<file path="config.mk">
export PLATFORM = sky130hd
export DESIGN_NAME = ifu_align_buf_flat
export DESIGN_NICKNAME = d
export VERILOG_FILES = /design/src/rtl/ifu_align_buf_pkg.sv /design/src/rtl/ifu_align_buf_if.sv /design/src/rtl/ifu_align_buf_line_fifo.sv /design/src/rtl/ifu_align_buf.sv /design/src/flat_wrapper.sv
export SDC_FILE = /design/constraint.sdc
export NUM_CORES = 1
export LEC_CHECK = 0
export ABC_CLOCK_PERIOD_IN_PS = 8450
export BUFFER_PORTS_ARGS = -buffer_cell sky130_fd_sc_hd__clkbuf_2
export CORE_MARGIN = 2
export CORE_UTILIZATION = 50
export DETAILED_ROUTE_END_ITERATION = 10
export PLACE_DENSITY = 0.74
export SYNTH_ARGS = -nofsm -noshare
export SYNTH_HDL_FRONTEND = slang
export SYNTH_HIERARCHICAL = 1
export SYNTH_SLANG_ARGS = --single-unit
</file>
<file path="constraint.sdc">
create_clock -name clk -period 8.45 [get_ports clk]
set_input_delay 0.4225 -clock clk [delete_from_list [all_inputs] [get_ports clk]]
set_output_delay 0.4225 -clock clk [all_outputs]
set_load 0.02 [all_outputs]
</file>
<file path="src/rtl/ifu_align_buf_pkg.sv">
// Shared types and helpers for the IFU fetch-line buffer and RVC aligner.
package ifu_align_buf_pkg;

    localparam logic [31:0] Nop = 32'h0000_0013;
    localparam int unsigned FetchLineWidth = 64;

    typedef struct packed {
        logic [FetchLineWidth-1:0] data;
        logic [30:0]               pc;
        logic                      err;
    } fetch_line_t;

    function automatic logic is_comp(input logic [15:0] parcel);
        return parcel[1:0] != 2'b11;
    endfunction

    // 48-bit and wider encodings share the 11111 low-bit pattern.
    function automatic logic is_oversize(input logic [15:0] parcel);
        return (parcel[1:0] == 2'b11) && (parcel[4:2] == 3'b111);
    endfunction

endpackage

</file>
<file path="src/rtl/ifu_align_buf_if.sv">
// Fetch-line, redirect and decode-side signals of the aligner.
interface ifu_align_buf_if #(
    parameter int unsigned LineWidth = 64
);
    logic                 flush_f;
    logic [30:0]          flush_pc;
    logic                 line_valid;
    logic                 line_ready;
    logic [LineWidth-1:0] line_data;
    logic [30:0]          line_pc;
    logic                 line_err;
    logic                 instr_valid_d0;
    logic                 instr_ready_d0;
    logic [31:0]          instr_d0;
    logic [30:0]          pc_d0;
    logic                 comp_d0;
    logic                 fault_d0;
    logic                 illegal_d0;

    modport master (
        output flush_f, flush_pc, line_valid, line_data, line_pc, line_err, instr_ready_d0,
        input  line_ready, instr_valid_d0, instr_d0, pc_d0, comp_d0, fault_d0, illegal_d0
    );

    modport slave (
        input  flush_f, flush_pc, line_valid, line_data, line_pc, line_err, instr_ready_d0,
        output line_ready, instr_valid_d0, instr_d0, pc_d0, comp_d0, fault_d0, illegal_d0
    );
endinterface

</file>
<file path="src/rtl/ifu_align_buf_line_fifo.sv">
// Circular line FIFO exposing the head entry and the one behind it.
module ifu_line_fifo #(
    parameter int unsigned W     = 65,
    parameter int unsigned Depth = 2
) (
    input  logic         clk,
    input  logic         rst,
    input  logic         clear,
    input  logic         push,
    input  logic [W-1:0] push_data,
    input  logic         pop,
    output logic [W-1:0] head_data,
    output logic [W-1:0] next_data,
    output logic         next_vld,
    output logic         full,
    output logic         empty
);
    localparam int unsigned AW = $clog2(Depth);

    logic [AW:0]   wr_ptr_q, wr_ptr_d, rd_ptr_q, rd_ptr_d, count;
    logic [AW-1:0] next_idx;
    logic          do_push, do_pop;
    logic [W-1:0]  mem_q [Depth];

    // Extra pointer MSB tells a full ring from an empty one after wrap.
    assign count    = wr_ptr_q - rd_ptr_q;
    assign empty    = (count == '0);
    assign full     = (count == (AW+1)'(Depth));
    assign next_vld = (count > (AW+1)'(1));
    assign do_push  = push && !full && !clear;
    assign do_pop   = pop && !empty && !clear;
    assign next_idx = rd_ptr_q[AW-1:0] + 1'b1;

    assign head_data = mem_q[rd_ptr_q[AW-1:0]];
    assign next_data = mem_q[next_idx];

    always_comb begin
        wr_ptr_d = wr_ptr_q;
        rd_ptr_d = rd_ptr_q;
        if (clear) begin
            wr_ptr_d = '0;
            rd_ptr_d = '0;
        end else begin
            if (do_push) wr_ptr_d = wr_ptr_q + 1'b1;
            if (do_pop)  rd_ptr_d = rd_ptr_q + 1'b1;
        end
    end

    always_ff @(posedge clk or posedge rst) begin
        if (rst) begin
            wr_ptr_q <= '0;
            rd_ptr_q <= '0;
        end else begin
            wr_ptr_q <= wr_ptr_d;
            rd_ptr_q <= rd_ptr_d;
        end
    end

    always_ff @(posedge clk) begin
        if (do_push) mem_q[wr_ptr_q[AW-1:0]] <= push_data;
    end

endmodule

</file>
<file path="src/rtl/ifu_align_buf.sv">
// Buffers fetch lines and extracts 16/32-bit instructions in program order,
// including 32-bit instructions straddling two lines.
module ifu_align_buf
    import ifu_align_buf_pkg::*;
#(
    parameter int unsigned LineWidth = 64,
    parameter int unsigned Depth     = 2,
    parameter logic [30:0] ResetPc   = 31'h0
) (
    input logic             clk,
    input logic             rst,
    ifu_align_buf_if.slave  bus
);
    localparam int unsigned P  = LineWidth / 16;
    localparam int unsigned PW = $clog2(P);
    localparam int unsigned LW = 31 - PW;

    logic [LW-1:0]      exp_line_q, exp_line_d, head_line_q, head_line_d;
    logic [PW-1:0]      ptr_q, ptr_d, ptr_inc;
    logic               vld_q, vld_d, comp_q, comp_d, fault_q, fault_d, illegal_q, illegal_d;
    logic [31:0]        instr_q, instr_d;
    logic [30:0]        pc_q, pc_d;

    logic [LineWidth:0] head_ent, next_ent;
    logic [LineWidth-1:0] head_data;
    logic               head_err, next_err, next_vld, full, empty;
    logic               push, pop, take, comp, last, complete;
    logic [15:0]        lo, hi;
    logic [PW:0]        adv;
    logic               unused_line_pc_lo;

    ifu_line_fifo #(.W(LineWidth + 1), .Depth(Depth)) u_fifo (
        .clk       (clk),
        .rst       (rst),
        .clear     (bus.flush_f),
        .push      (push),
        .push_data ({bus.line_err, bus.line_data}),
        .pop       (pop),
        .head_data (head_ent),
        .next_data (next_ent),
        .next_vld  (next_vld),
        .full      (full),
        .empty     (empty)
    );

    assign unused_line_pc_lo = ^bus.line_pc[PW-1:0];
    assign head_data = head_ent[LineWidth-1:0];
    assign head_err  = head_ent[LineWidth];
    assign next_err  = next_ent[LineWidth];

    // Stale lines still handshake so the memory side never stalls on them.
    assign bus.line_ready = !full;
    assign push = bus.line_valid && !full && !bus.flush_f
                  && (bus.line_pc[30:PW] == exp_line_q);

    assign ptr_inc  = ptr_q + 1'b1;
    assign last     = (ptr_q == PW'(P - 1));
    assign lo       = head_data[{ptr_q, 4'b0000} +: 16];
    assign hi       = last ? next_ent[15:0] : head_data[{ptr_inc, 4'b0000} +: 16];
    assign comp     = is_comp(lo);
    assign complete = !empty && (comp || !last || next_vld);
    assign take     = complete && (!vld_q || bus.instr_ready_d0) && !bus.flush_f;
    assign adv      = {1'b0, ptr_q} + (PW+1)'(comp ? 1 : 2);
    assign pop      = take && adv[PW];

    always_comb begin
        exp_line_d  = exp_line_q;
        head_line_d = head_line_q;
        ptr_d       = ptr_q;
        if (bus.flush_f) begin
            exp_line_d  = bus.flush_pc[30:PW];
            head_line_d = bus.flush_pc[30:PW];
            ptr_d       = bus.flush_pc[PW-1:0];
        end else begin
            if (push) exp_line_d  = exp_line_q + 1'b1;
            if (take) ptr_d       = adv[PW-1:0];
            if (pop)  head_line_d = head_line_q + 1'b1;
        end
    end

    always_comb begin
        vld_d     = vld_q;
        instr_d   = instr_q;
        pc_d      = pc_q;
        comp_d    = comp_q;
        fault_d   = fault_q;
        illegal_d = illegal_q;
        if (bus.flush_f) begin
            vld_d = 1'b0;
        end else if (take) begin
            vld_d     = 1'b1;
            instr_d   = comp ? {16'h0000, lo} : {hi, lo};
            pc_d      = {head_line_q, ptr_q};
            comp_d    = comp;
            fault_d   = head_err || (!comp && last && next_err);
            illegal_d = is_oversize(lo);
        end else if (bus.instr_ready_d0) begin
            vld_d = 1'b0;
        end
    end

    always_ff @(posedge clk or posedge rst) begin
        if (rst) begin
            exp_line_q  <= ResetPc[30:PW];
            head_line_q <= ResetPc[30:PW];
            ptr_q       <= ResetPc[PW-1:0];
            vld_q       <= 1'b0;
            instr_q     <= Nop;
            pc_q        <= '0;
            comp_q      <= 1'b0;
            fault_q     <= 1'b0;
            illegal_q   <= 1'b0;
        end else begin
            exp_line_q  <= exp_line_d;
            head_line_q <= head_line_d;
            ptr_q       <= ptr_d;
            vld_q       <= vld_d;
            instr_q     <= instr_d;
            pc_q        <= pc_d;
            comp_q      <= comp_d;
            fault_q     <= fault_d;
            illegal_q   <= illegal_d;
        end
    end

    assign bus.instr_valid_d0 = vld_q;
    assign bus.instr_d0       = instr_q;
    assign bus.pc_d0          = pc_q;
    assign bus.comp_d0        = comp_q;
    assign bus.fault_d0       = fault_q;
    assign bus.illegal_d0     = illegal_q;

endmodule

</file>
<file path="src/flat_wrapper.sv">
// flat-port wrapper written by rule: the top's interface ports become plain ports
module ifu_align_buf_flat import ifu_align_buf_pkg::*;
#(
    parameter int unsigned LineWidth = 64,
    parameter int unsigned Depth     = 2,
    parameter logic [30:0] ResetPc   = 31'h0
)
  (clk, rst, bus_flush_f, bus_flush_pc, bus_line_valid, bus_line_data, bus_line_pc, bus_line_err, bus_instr_ready_d0, bus_line_ready, bus_instr_valid_d0, bus_instr_d0, bus_pc_d0, bus_comp_d0, bus_fault_d0, bus_illegal_d0);
  ifu_align_buf_if #(.LineWidth(LineWidth)) bus_i ();
  input logic clk;
  input logic rst;
  input wire logic [$bits(bus_i.flush_f)-1:0] bus_flush_f;
  input wire logic [$bits(bus_i.flush_pc)-1:0] bus_flush_pc;
  input wire logic [$bits(bus_i.line_valid)-1:0] bus_line_valid;
  input wire logic [$bits(bus_i.line_data)-1:0] bus_line_data;
  input wire logic [$bits(bus_i.line_pc)-1:0] bus_line_pc;
  input wire logic [$bits(bus_i.line_err)-1:0] bus_line_err;
  input wire logic [$bits(bus_i.instr_ready_d0)-1:0] bus_instr_ready_d0;
  output wire logic [$bits(bus_i.line_ready)-1:0] bus_line_ready;
  output wire logic [$bits(bus_i.instr_valid_d0)-1:0] bus_instr_valid_d0;
  output wire logic [$bits(bus_i.instr_d0)-1:0] bus_instr_d0;
  output wire logic [$bits(bus_i.pc_d0)-1:0] bus_pc_d0;
  output wire logic [$bits(bus_i.comp_d0)-1:0] bus_comp_d0;
  output wire logic [$bits(bus_i.fault_d0)-1:0] bus_fault_d0;
  output wire logic [$bits(bus_i.illegal_d0)-1:0] bus_illegal_d0;
  assign bus_i.flush_f = bus_flush_f;
  assign bus_i.flush_pc = bus_flush_pc;
  assign bus_i.line_valid = bus_line_valid;
  assign bus_i.line_data = bus_line_data;
  assign bus_i.line_pc = bus_line_pc;
  assign bus_i.line_err = bus_line_err;
  assign bus_i.instr_ready_d0 = bus_instr_ready_d0;
  assign bus_line_ready = bus_i.line_ready;
  assign bus_instr_valid_d0 = bus_i.instr_valid_d0;
  assign bus_instr_d0 = bus_i.instr_d0;
  assign bus_pc_d0 = bus_i.pc_d0;
  assign bus_comp_d0 = bus_i.comp_d0;
  assign bus_fault_d0 = bus_i.fault_d0;
  assign bus_illegal_d0 = bus_i.illegal_d0;
  ifu_align_buf #(.LineWidth(LineWidth), .Depth(Depth), .ResetPc(ResetPc)) u_core (.clk(clk), .rst(rst), .bus(bus_i));
endmodule
</file>
==> results of run 1 <==
[area by class of cell]
class                      count  area share [%]
timing repair buffer         209            7.26
clock inverter                10           0.648
multi-input combinational    682            34.8
antenna                        2          0.0337
tap                          330            2.78
inverter                      23           0.598
sequential                   261            48.4
clock buffer                  41            5.52
[timing repair]
item	4_1_cts	5_1_grt
endpoints found under the hold margin	4	0
gates resized for setup	0	0
hold buffers	1	0
[layer usage]
metal	share of wire [%]	global-route usage, %	vias to the layer above
met5	0.089	0	-
met4	3.6	8.29	4
met3	7.9	5.08	72
met2	49	38.1	356
met1	39	28.6	4348
li1	-	-	4076
[worst paths after layout]
| path | startpoint | to | slack [ns] |
|---|---|---|---|
| setup / recovery | u_core/u_fifo/rd_ptr_q[0] | u_core/u_fifo/mem_q[1][63] | 3.63 |
| hold / removal | bus_line_data[42] | u_core/u_fifo/mem_q[1][42] | 0.06 |
| setup reg to reg | u_core/u_fifo/rd_ptr_q[0] | u_core/u_fifo/mem_q[1][63] | 3.63 |
| hold reg to reg | u_core/bus.instr_d0[1] | u_core/bus.instr_d0[1] | 0.46 |
| max in group asynchronous | rst | u_core/head_line_q[7] | 6.41 |
| min in group asynchronous | rst | u_core/u_fifo/wr_ptr_q[0] | 0.36 |
[where the power goes]
part | internal (mW) | leakage [nW] | switching [mW]
logic | 0.288 | 3.01 | 0.474
clock network | 0.705 | 0.451 | 0.496
registers | 1.50 | 2.80 | 0.134
[metrics by stage]
step	worst slack, ns	cell area [um^2]
after floorplan	1.27	12700
after global placement	3.68	13900
after detailed placement	3.65	13900
after CTS	3.63	14900
after global routing	3.34	14900
final	3.63	14900
[registers in the layout (all words and copies together), names as in the netlist]
register                   cells
u_core/ptr_q                   2
u_core/head_line_q            29
u_core/bus.illegal_d0          1
u_core/u_fifo/wr_ptr_q         2
u_core/bus.comp_d0             1
u_core/bus.fault_d0            1
u_core/bus.instr_valid_d0      1
u_core/u_fifo/rd_ptr_q         2
u_core/bus.pc_d0              31
u_core/exp_line_q             29
u_core/u_fifo/mem_q          130
u_core/bus.instr_d0           32
[worst max-delay path, delay by kind of cell, from the launching register on]
| kind | cells | cell delay (ns) |
|---|---|---|
| buffers and inverters | 5 | 2.01 |
| adders and majority gates | 1 | 0.45 |
| DFF | 1 | 0.69 |
| and+or+nand+nor | 6 | 1.14 |
[layout by cell type, fill, tap and decap left out, types with 6 or more instances in the layout]
| cell type | n |
|---|---|
| nand2_1 | 200 |
| clkbuf_2 | 197 |
| edfxtp_1 | 130 |
| dfrtp_1 | 126 |
| mux2_2 | 50 |
| xor2_1 | 38 |
| mux2_4 | 37 |
| o21ai_0 | 35 |
| mux4_2 | 32 |
| nor2_1 | 30 |
| clkbuf_16 | 29 |
| xnor2_1 | 24 |
| o31ai_1 | 24 |
| nand3_1 | 23 |
| nand4_1 | 20 |
| inv_1 | 18 |
| mux2i_1 | 17 |
| a21o_1 | 14 |
| nor3_1 | 12 |
| nor4_1 | 12 |
| a21boi_0 | 12 |
| a21oi_1 | 11 |
| buf_4 | 11 |
| clkbuf_1 | 7 |
| and2_1 | 7 |
| and3_1 | 7 |
| o21ai_1 | 6 |
==> metrics.txt, run 1 <==
status=finished clean; fillers=2008; f_max=208 MHz; worst-path maximum fanout=65; clock sink count=261; gr usage total=22.6%; Cell Rows=58; critical path cell sequence=buf_4 -> ha_1 -> inv_2 -> nor2_2 -> inv_1 -> and4_1 -> nand4_1 -> or2_1 -> clkinv_1 -> nand2_1 -> nor3_2 -> buf_4; Rel. slew slack=19.7%; final hold vios=0; RSZ-0062 raised after global routing=false; Worst IR Drop VDD=226 uV; Worst-Skew Late Latency=0.55 ns; CTS tree=yes; setup violators final=0; routability cong.=0.844; Mapped Nets=1159; Post-Layout Cell Count=1558; GRT overflow=0; Core Box Area=25000 um^2; Crit Path Class=flop to flop; drt pass-1 iters=5; placed wire-length estimate=20400 um; P_leak=6.25 nW; max-cap violation count=0; Layout Nets=1343; Worst Hold Depth=1; hold_ws=0.0596 ns; placed insts=1504; Initial Util=50.7%; H-tree depth=1; R2R depth=12; largest net degree at the start of global routing=90; remaining antenna violation count=0; first-pass GRT wire length=46600 um; CTS clk-pin slew, worst paths=0.06 ns; Layout area overhead=17.2%; drt initial violations=741; share of post-route cells with drive strength above 1=32.5%; Avg Cell Area, Syn=12.4 um^2; Mapped Area=12700 um^2; Port Buffers=197; post-layout power=3.60 mW; setup_tns=0 ns; Routed WL=30200 um; Die Y=163 um; DRC Markers=0; slowest library cell on the worst path=buf_4; Yosys warnings=6; Worst EP required=8.60 ns; critical path's largest stage delay=0.82 ns; gate count after technology mapping=1021; Worst Tran Pin Value=1.20 ns; postcts setup bufs=0; kind of start point of the critical path=flop; via count=8856; final period utilization=57.0%; clock period minus worst slack=4.82 ns; initial antenna violation count=4; crit path DAT=4.97 ns; Top cell by count, worst path=buf_4; Die Wd=163 um; I/O pins=200; routed vias/inst=5.68; CTS max path bufs=3; power density over cell area=242 nW/um^2; Crit. End Element=flop; Root Buffer=clkbuf_16; number of global-route vias before repair=8764; Post-Route Skew=0.0257 ns; die area=26700 um^2; Util after Layout=59.4%; HP Class=primary input to flop; register area=7190 um^2; TritonCTS Buffers=28; multi-input logic area=5170 um^2; WL/cell=19.4 um; max-slew violation count=0
Power figures use the tool's default switching activity.
==> inputs of run 2 (changes only) <==
--- a/config.mk
+++ b/config.mk
@@ -5,7 +5,8 @@
 export SDC_FILE = /design/constraint.sdc
 export NUM_CORES = 1
 export LEC_CHECK = 0
-export ABC_CLOCK_PERIOD_IN_PS = 8450
+export ABC_AREA = 1
+export ABC_CLOCK_PERIOD_IN_PS = 4800
 export BUFFER_PORTS_ARGS = -buffer_cell sky130_fd_sc_hd__clkbuf_2
 export CORE_MARGIN = 2
 export CORE_UTILIZATION = 50
==> constraint.sdc (replaced) <==
create_clock -name clk -period 4.8 [get_ports clk]
set_input_delay 0.24 -clock clk [delete_from_list [all_inputs] [get_ports clk]]
set_output_delay 0.24 -clock clk [all_outputs]
set_load 0.02 [all_outputs]
==> metrics.txt, run 2 <==
remaining antenna violation count=0 (unchanged); Die Y=173 um (+6.0%); Routed WL=41400 um (+37%); post-cts resize count=0 (unchanged); initial antenna violation count=0 (-4); final period utilization=81.7% (+25 points); WL/cell=17.7 um (-8.9%); Layout Nets=2083 (+55%); Core Box Area=27900 um^2 (+12%); Worst R2R Setup Slack=0.88 ns (-2.76 ns); worst-path maximum fanout=67 (+3.1%); Finished Cell Area=17000 um^2 (+14%); crit path DAT=4.34 ns (-0.63 ns); max-cap violation count=0 (unchanged); clock period minus worst slack=3.92 ns (-0.893 ns); RSZ-0062 raised after global routing=false; HP Class=primary input to flop; max-slew violation count=0 (unchanged); power density over cell area=355 nW/um^2 (+46%); Reg-to-Reg End=u_core/head_line_q[22]; min-delay src=bus_flush_pc[28]; drt pass-1 iters=5 (unchanged); worst r2r src=u_core/ptr_q[0]; Crit Path Class=flop to flop; routability cong.=0.905 (+7.2%); clock sink count=261 (unchanged); max FFs per register=130 (unchanged); status=finished clean; largest net degree at the start of global routing=81 (-10%); via count=12828 (+45%); Layout area overhead=18.8%; setup violators final=0 (unchanged); Worst Hold Depth=3 (+2); number of global-route vias before repair=12279 (+40%); f_max=255 MHz (+23%); Crit. End Element=flop; Cell Rows=61 (+5.2%); CTS clk-pin slew, worst paths=0.06 ns (about the same); Avg Cell Area, Syn=8.26 um^2 (-34%); Post-DP Area=15300 um^2 (+9.6%); Post-Route Skew=0.0531 ns (+0.0274 ns); gr usage total=27.2% (+4.6 points); GRT overflow=0 (unchanged); commonest non-fill, non-tap cells in the layout=nand2_1 (527), clkbuf_2 (197), o21ai_0 (173); H-tree depth=1 (unchanged); final hold vios=0 (unchanged); Die Wd=173 um (+6.0%); Worst IR Drop VDD=369 uV (+63%); setup_tns=0 ns (unchanged); first-pass GRT wire length=65100 um (+40%); share of post-route cells with drive strength above 1=17.7% (-15 points); die area=29900 um^2 (+12%); hold_ws=0.0239 ns (-0.0357 ns); Initial Util=51.1% (+0.47 points); Antenna Cells=0 (-2); R2R depth=13 (+1); Worst Tran Pin Value=1.08 ns (-0.112 ns); P_leak=7.81 nW (+25%); Mapped Area=14300 um^2 (+13%); Mapped Nets=1867 (+61%); post-layout power=6.02 mW (+67%); gate count after technology mapping=1729 (+69%); Worst EP required=5.22 ns (-3.38 ns); CTS tree=yes; Rel. slew slack=27.7% (+8.0 points); Port Buffers=197 (unchanged); drt initial violations=1345 (+82%); commonest non-fill, non-tap cell in the layout=nand2_1; routed vias/inst=5.47 (-3.8%); Crit. Startpoint=u_core/ptr_q[0]; TritonCTS Buffers=28 (unchanged); I/O pins=200 (unchanged); placed wire-length estimate=28800 um (+41%); worst hold path endpoint=u_core/exp_line_q[26]; Worst-Skew Late Latency=0.59 ns (+0.04 ns); kind of start point of the critical path=flop; Yosys warnings=6 (unchanged); Root Buffer=clkbuf_16; DRC Markers=0 (unchanged); CTS max path bufs=3 (unchanged)
run 2: changes by cell type in the layout (fill, tap and decap cells not counted), sizes merged, moves of 23 or more:
| cell | before | now |
|---|---|---|
| inv | 22 | 168 |
| mux4 | 32 | 0 |
| o21ai | 41 | 222 |
| dlygate4sd3 | 1 | 72 |
| nor2 | 32 | 115 |
| o211ai | 2 | 34 |
| nand2 | 202 | 549 |
| mux2 | 87 | 0 |
| o31ai | 24 | 1 |
| nand3 | 25 | 122 |
run 2: metrics by stage:
stage	std cells	util [%]	setup WS, ns
6_report	2345	60.7	0.876
3_5_place_dp	2221	54.7	0.998
5_1_grt	2345	60.7	0.550
2_1_floorplan	1729	-	0.00911
4_1_cts	2345	60.7	0.931
3_3_place_gp	2221	54.7	1.10
run 2: per-layer routing:
| metal | part of all wire [%] | vias up | GRT usage, % | wire, um |
|---|---|---|---|---|
| li1 | - | 6130 | - | - |
| met1 | 38 | 5974 | 33.8 | 15800 |
| met2 | 48 | 601 | 45.9 | 20000 |
| met3 | 7.5 | 123 | 4.18 | 3120 |
| met4 | 5.9 | 0 | 14.4 | 2460 |
| met5 | 0 | - | 0 | 0 |
run 2: area by class of cell:
| cell class | count | area, um^2 |
|---|---|---|
| Timing Repair Buffer | 283 | 1820 |
| Inverter | 168 | 641 |
| Sequential cell | 261 | 7190 |
| Clock buffer | 41 | 820 |
| Multi-Input combinational cell | 1203 | 5860 |
| Clock inverter | 11 | 160 |
| Fill cell | 2441 | 11000 |
| Tap cell | 378 | 473 |
run 2: worst max-delay path by stage:
| stage | end | cells past startpoint |
|---|---|---|
| after detailed placement | u_core/head_line_q[22] | 15 |
| after CTS | u_core/head_line_q[22] | 15 |
| after floorplan | u_core/u_fifo/mem_q[1][0] | 13 |
| final | u_core/head_line_q[22] | 13 |
| after global placement | u_core/head_line_q[26] | 15 |
| after global routing | u_core/head_line_q[22] | 13 |
run 2: report_power, final:
| part | total, mW | leakage, nW | switching, mW | internal [mW] |
|---|---|---|---|---|
| registers | 2.57 | 2.89 | 0.157 | 2.41 |
| logic | 1.18 | 4.44 | 0.771 | 0.408 |
| clock network | 2.27 | 0.476 | 0.925 | 1.35 |
run 2: worst max-delay path: stages (launching register included):
cell and delay (ns):
dfrtp_2 0.78, inv_2 0.62, nand2_1 0.11, nand3_1 0.09, nand2_1 0.11, nor2_2 0.27, inv_1 0.27, ha_1 0.27
fa_1 0.36, inv_1 0.26, o21ai_1 0.11, buf_4 0.30, nand2_1 0.12, nand2_1 0.06
run 2: repair_timing:
item                                   4_1_cts  5_1_grt
hold buffers                                72        0
setup buffers                                0        0
endpoints found under the hold margin      187        0
==> inputs of run 3 (changes only) <==
--- a/config.mk
+++ b/config.mk
@@ -6,12 +6,12 @@
 export NUM_CORES = 1
 export LEC_CHECK = 0
 export ABC_AREA = 1
-export ABC_CLOCK_PERIOD_IN_PS = 4800
+export ABC_CLOCK_PERIOD_IN_PS = 3400
 export BUFFER_PORTS_ARGS = -buffer_cell sky130_fd_sc_hd__clkbuf_2
 export CORE_MARGIN = 2
 export CORE_UTILIZATION = 50
 export DETAILED_ROUTE_END_ITERATION = 10
-export PLACE_DENSITY = 0.74
+export PLACE_DENSITY = 0.77
 export SYNTH_ARGS = -nofsm -noshare
 export SYNTH_HDL_FRONTEND = slang
 export SYNTH_HIERARCHICAL = 1
==> constraint.sdc (replaced) <==
create_clock -name clk -period 3.4 [get_ports clk]
set_input_delay 0.17 -clock clk [delete_from_list [all_inputs] [get_ports clk]]
set_output_delay 0.17 -clock clk [all_outputs]
set_load 0.02 [all_outputs]
==> metrics.txt, run 3 (synthesis gave the netlist of run 2 again) <==
DRC Markers=0 (unchanged); Worst IR Drop VDD=489 uV (+33%); max FFs per register=130 (unchanged); TritonCTS Buffers=29 (+3.6%); post-layout power=8.65 mW (+44%); placed insts=2231 (+0.45%); Die Wd=173 um (unchanged); final hold vios=0 (unchanged); Post-Route Skew=0.0217 ns (-0.0314 ns); Layout Nets=2107 (+1.2%); max-cap violation count=0 (unchanged); Hold-fix buffers, CTS=85 (+18%); f_max=335 MHz (+32%); HP Class=primary input to flop; drt initial violations=1067 (-21%); initial antenna violation count=0 (unchanged); largest net degree at the start of global routing=78 (-3.7%); setup violators final=0 (unchanged); postcts setup bufs=0 (unchanged); I/O pins=200 (unchanged); number of global-route vias before repair=12490 (+1.7%); H-tree depth=1 (unchanged); GRT overflow=0 (unchanged); remaining antenna violation count=0 (unchanged); routed vias/inst=5.44 (-0.49%); Crit Path Class=flop to flop; crit path DAT=3.48 ns (-0.86 ns); drt pass-1 iters=7 (+2); Crit. End Element=flop; Core Box Area=27900 um^2 (unchanged); kind of start point of the critical path=flop; Layout area overhead=20.9%; power density over cell area=501 nW/um^2 (+41%); WL/cell=17.6 um (-0.14%); Port Buffers=197 (unchanged); commonest non-fill, non-tap cells in the layout=nand2_1 (526), clkbuf_2 (197), o21ai_0 (173); clock period minus worst slack=2.98 ns (-0.941 ns); Worst R2R Setup Slack=0.42 ns (-0.46 ns); worst-path maximum fanout=29 (-57%); Worst Tran Pin Value=0.690 ns (-0.394 ns); Initial Util=51.1% (unchanged); Rel. slew slack=54.0% (+26 points); share of post-route cells with drive strength above 1=18.3% (+0.60 points); placed wire-length estimate=28800 um (+0.15%); CTS clk-pin slew, worst paths=0.06 ns (about the same); routability cong.=0.935 (+3.3%); clock sink count=261 (unchanged); hold_ws=0.0253 ns (+0.00135 ns); Cell Rows=61 (unchanged); Worst-Skew Late Latency=0.57 ns (-0.02 ns); Worst EP required=3.89 ns (-1.33 ns); Antenna Cells=0 (unchanged); max-slew violation count=0 (unchanged); Routed WL=41800 um (+0.84%); status=finished clean; Post-Layout Cell Count=2368 (+0.98%); commonest non-fill, non-tap cell in the layout=nand2_1; CTS max path bufs=3 (unchanged); RSZ-0062 raised after global routing=false; P_leak=7.94 nW (+1.7%); die area=29900 um^2 (unchanged); via count=12890 (+0.48%); final period utilization=87.7% (+6.0 points); gr usage total=27.4% (+0.25 points); post-cts resize count=0 (unchanged); Die Y=173 um (unchanged); first-pass GRT wire length=65900 um (+1.3%); Root Buffer=clkbuf_16; CTS tree=yes
## run 3: cell types whose count changed in the layout (fill, tap and decap cells not counted), moves of 2 or more
cell	previous run	this run
buf_12	1	4
buf_4	13	20
bufinv_16	3	5
clkbuf_1	6	2
clkbuf_8	7	3
clkinv_1	0	5
dlygate4sd3_1	72	85
inv_1	161	158
inv_2	4	6
## run 3: worst max-delay path: stages (launching register included)
cell	delay, ns
dfrtp_2	0.53
inv_6	0.26
nand2_1	0.10
o21ai_2	0.10
nand2_1	0.08
nand3_1	0.10
nand2_1	0.09
nor2_2	0.10
inv_1	0.20
ha_1	0.28
fa_1	0.35
inv_1	0.10
buf_4	0.34
o211ai_1	0.16
nand2_1	0.09
## run 3: where the power goes
part | switching (mW) | leakage [nW] | internal, mW | total [mW]
logic | 1.16 | 4.55 | 0.611 | 1.77
registers | 0.162 | 2.89 | 3.41 | 3.57
clock network | 1.30 | 0.498 | 2.01 | 3.31
total | 2.63 | 7.94 | 6.02 | 8.65
## run 3: routing by layer
layer | global-route usage, % | vias up | routed length, um
met3 | 3.67 | 110 | 2770
met5 | 0 | - | 0
met2 | 49.1 | 580 | 21200
met4 | 11.1 | 0 | 1860
met1 | 33.5 | 6020 | 16000
li1 | - | 6180 | -
## run 3: worst paths after layout
| check | from | end | cells after the start |
|---|---|---|---|
| min | bus_flush_pc[3] | u_core/exp_line_q[1] | 5 |
| min reg2reg | u_core/bus.instr_d0[28] | u_core/bus.instr_d0[28] | 2 |
| max | u_core/u_fifo/rd_ptr_q[0] | u_core/head_line_q[26] | 14 |
| max reg2reg | u_core/u_fifo/rd_ptr_q[0] | u_core/head_line_q[26] | 14 |
| min in group asynchronous | rst | u_core/u_fifo/wr_ptr_q[1] | 3 |
| max in group asynchronous | rst | u_core/bus.instr_d0[0] | 4 |
## run 3: cell type report
class                      instances  area, um^2
inverter                         168         644
fill                            2392       10700
clock inverter                    18         231
sequential                       261        7190
clock buffer                      34         774
timing repair buffer             306        2070
multi-input combinational       1203        5890
tap                              378         473
## run 3: through the flow
| stage | TNS (ns) | cell area (um^2) | setup slack, ns | util (%) |
|---|---|---|---|---|
| 4_1_cts | 0 | 17300 | 0.470 | 61.8 |
| 6_report | 0 | 17300 | 0.417 | 61.8 |
| 3_3_place_gp | 0 | 15400 | 0.557 | 55.2 |
| 3_5_place_dp | 0 | 15400 | 0.468 | 55.2 |
| 5_1_grt | 0 | 17300 | 0.204 | 61.8 |
| 2_1_floorplan | -16.21 | 14300 | -0.249 | - |
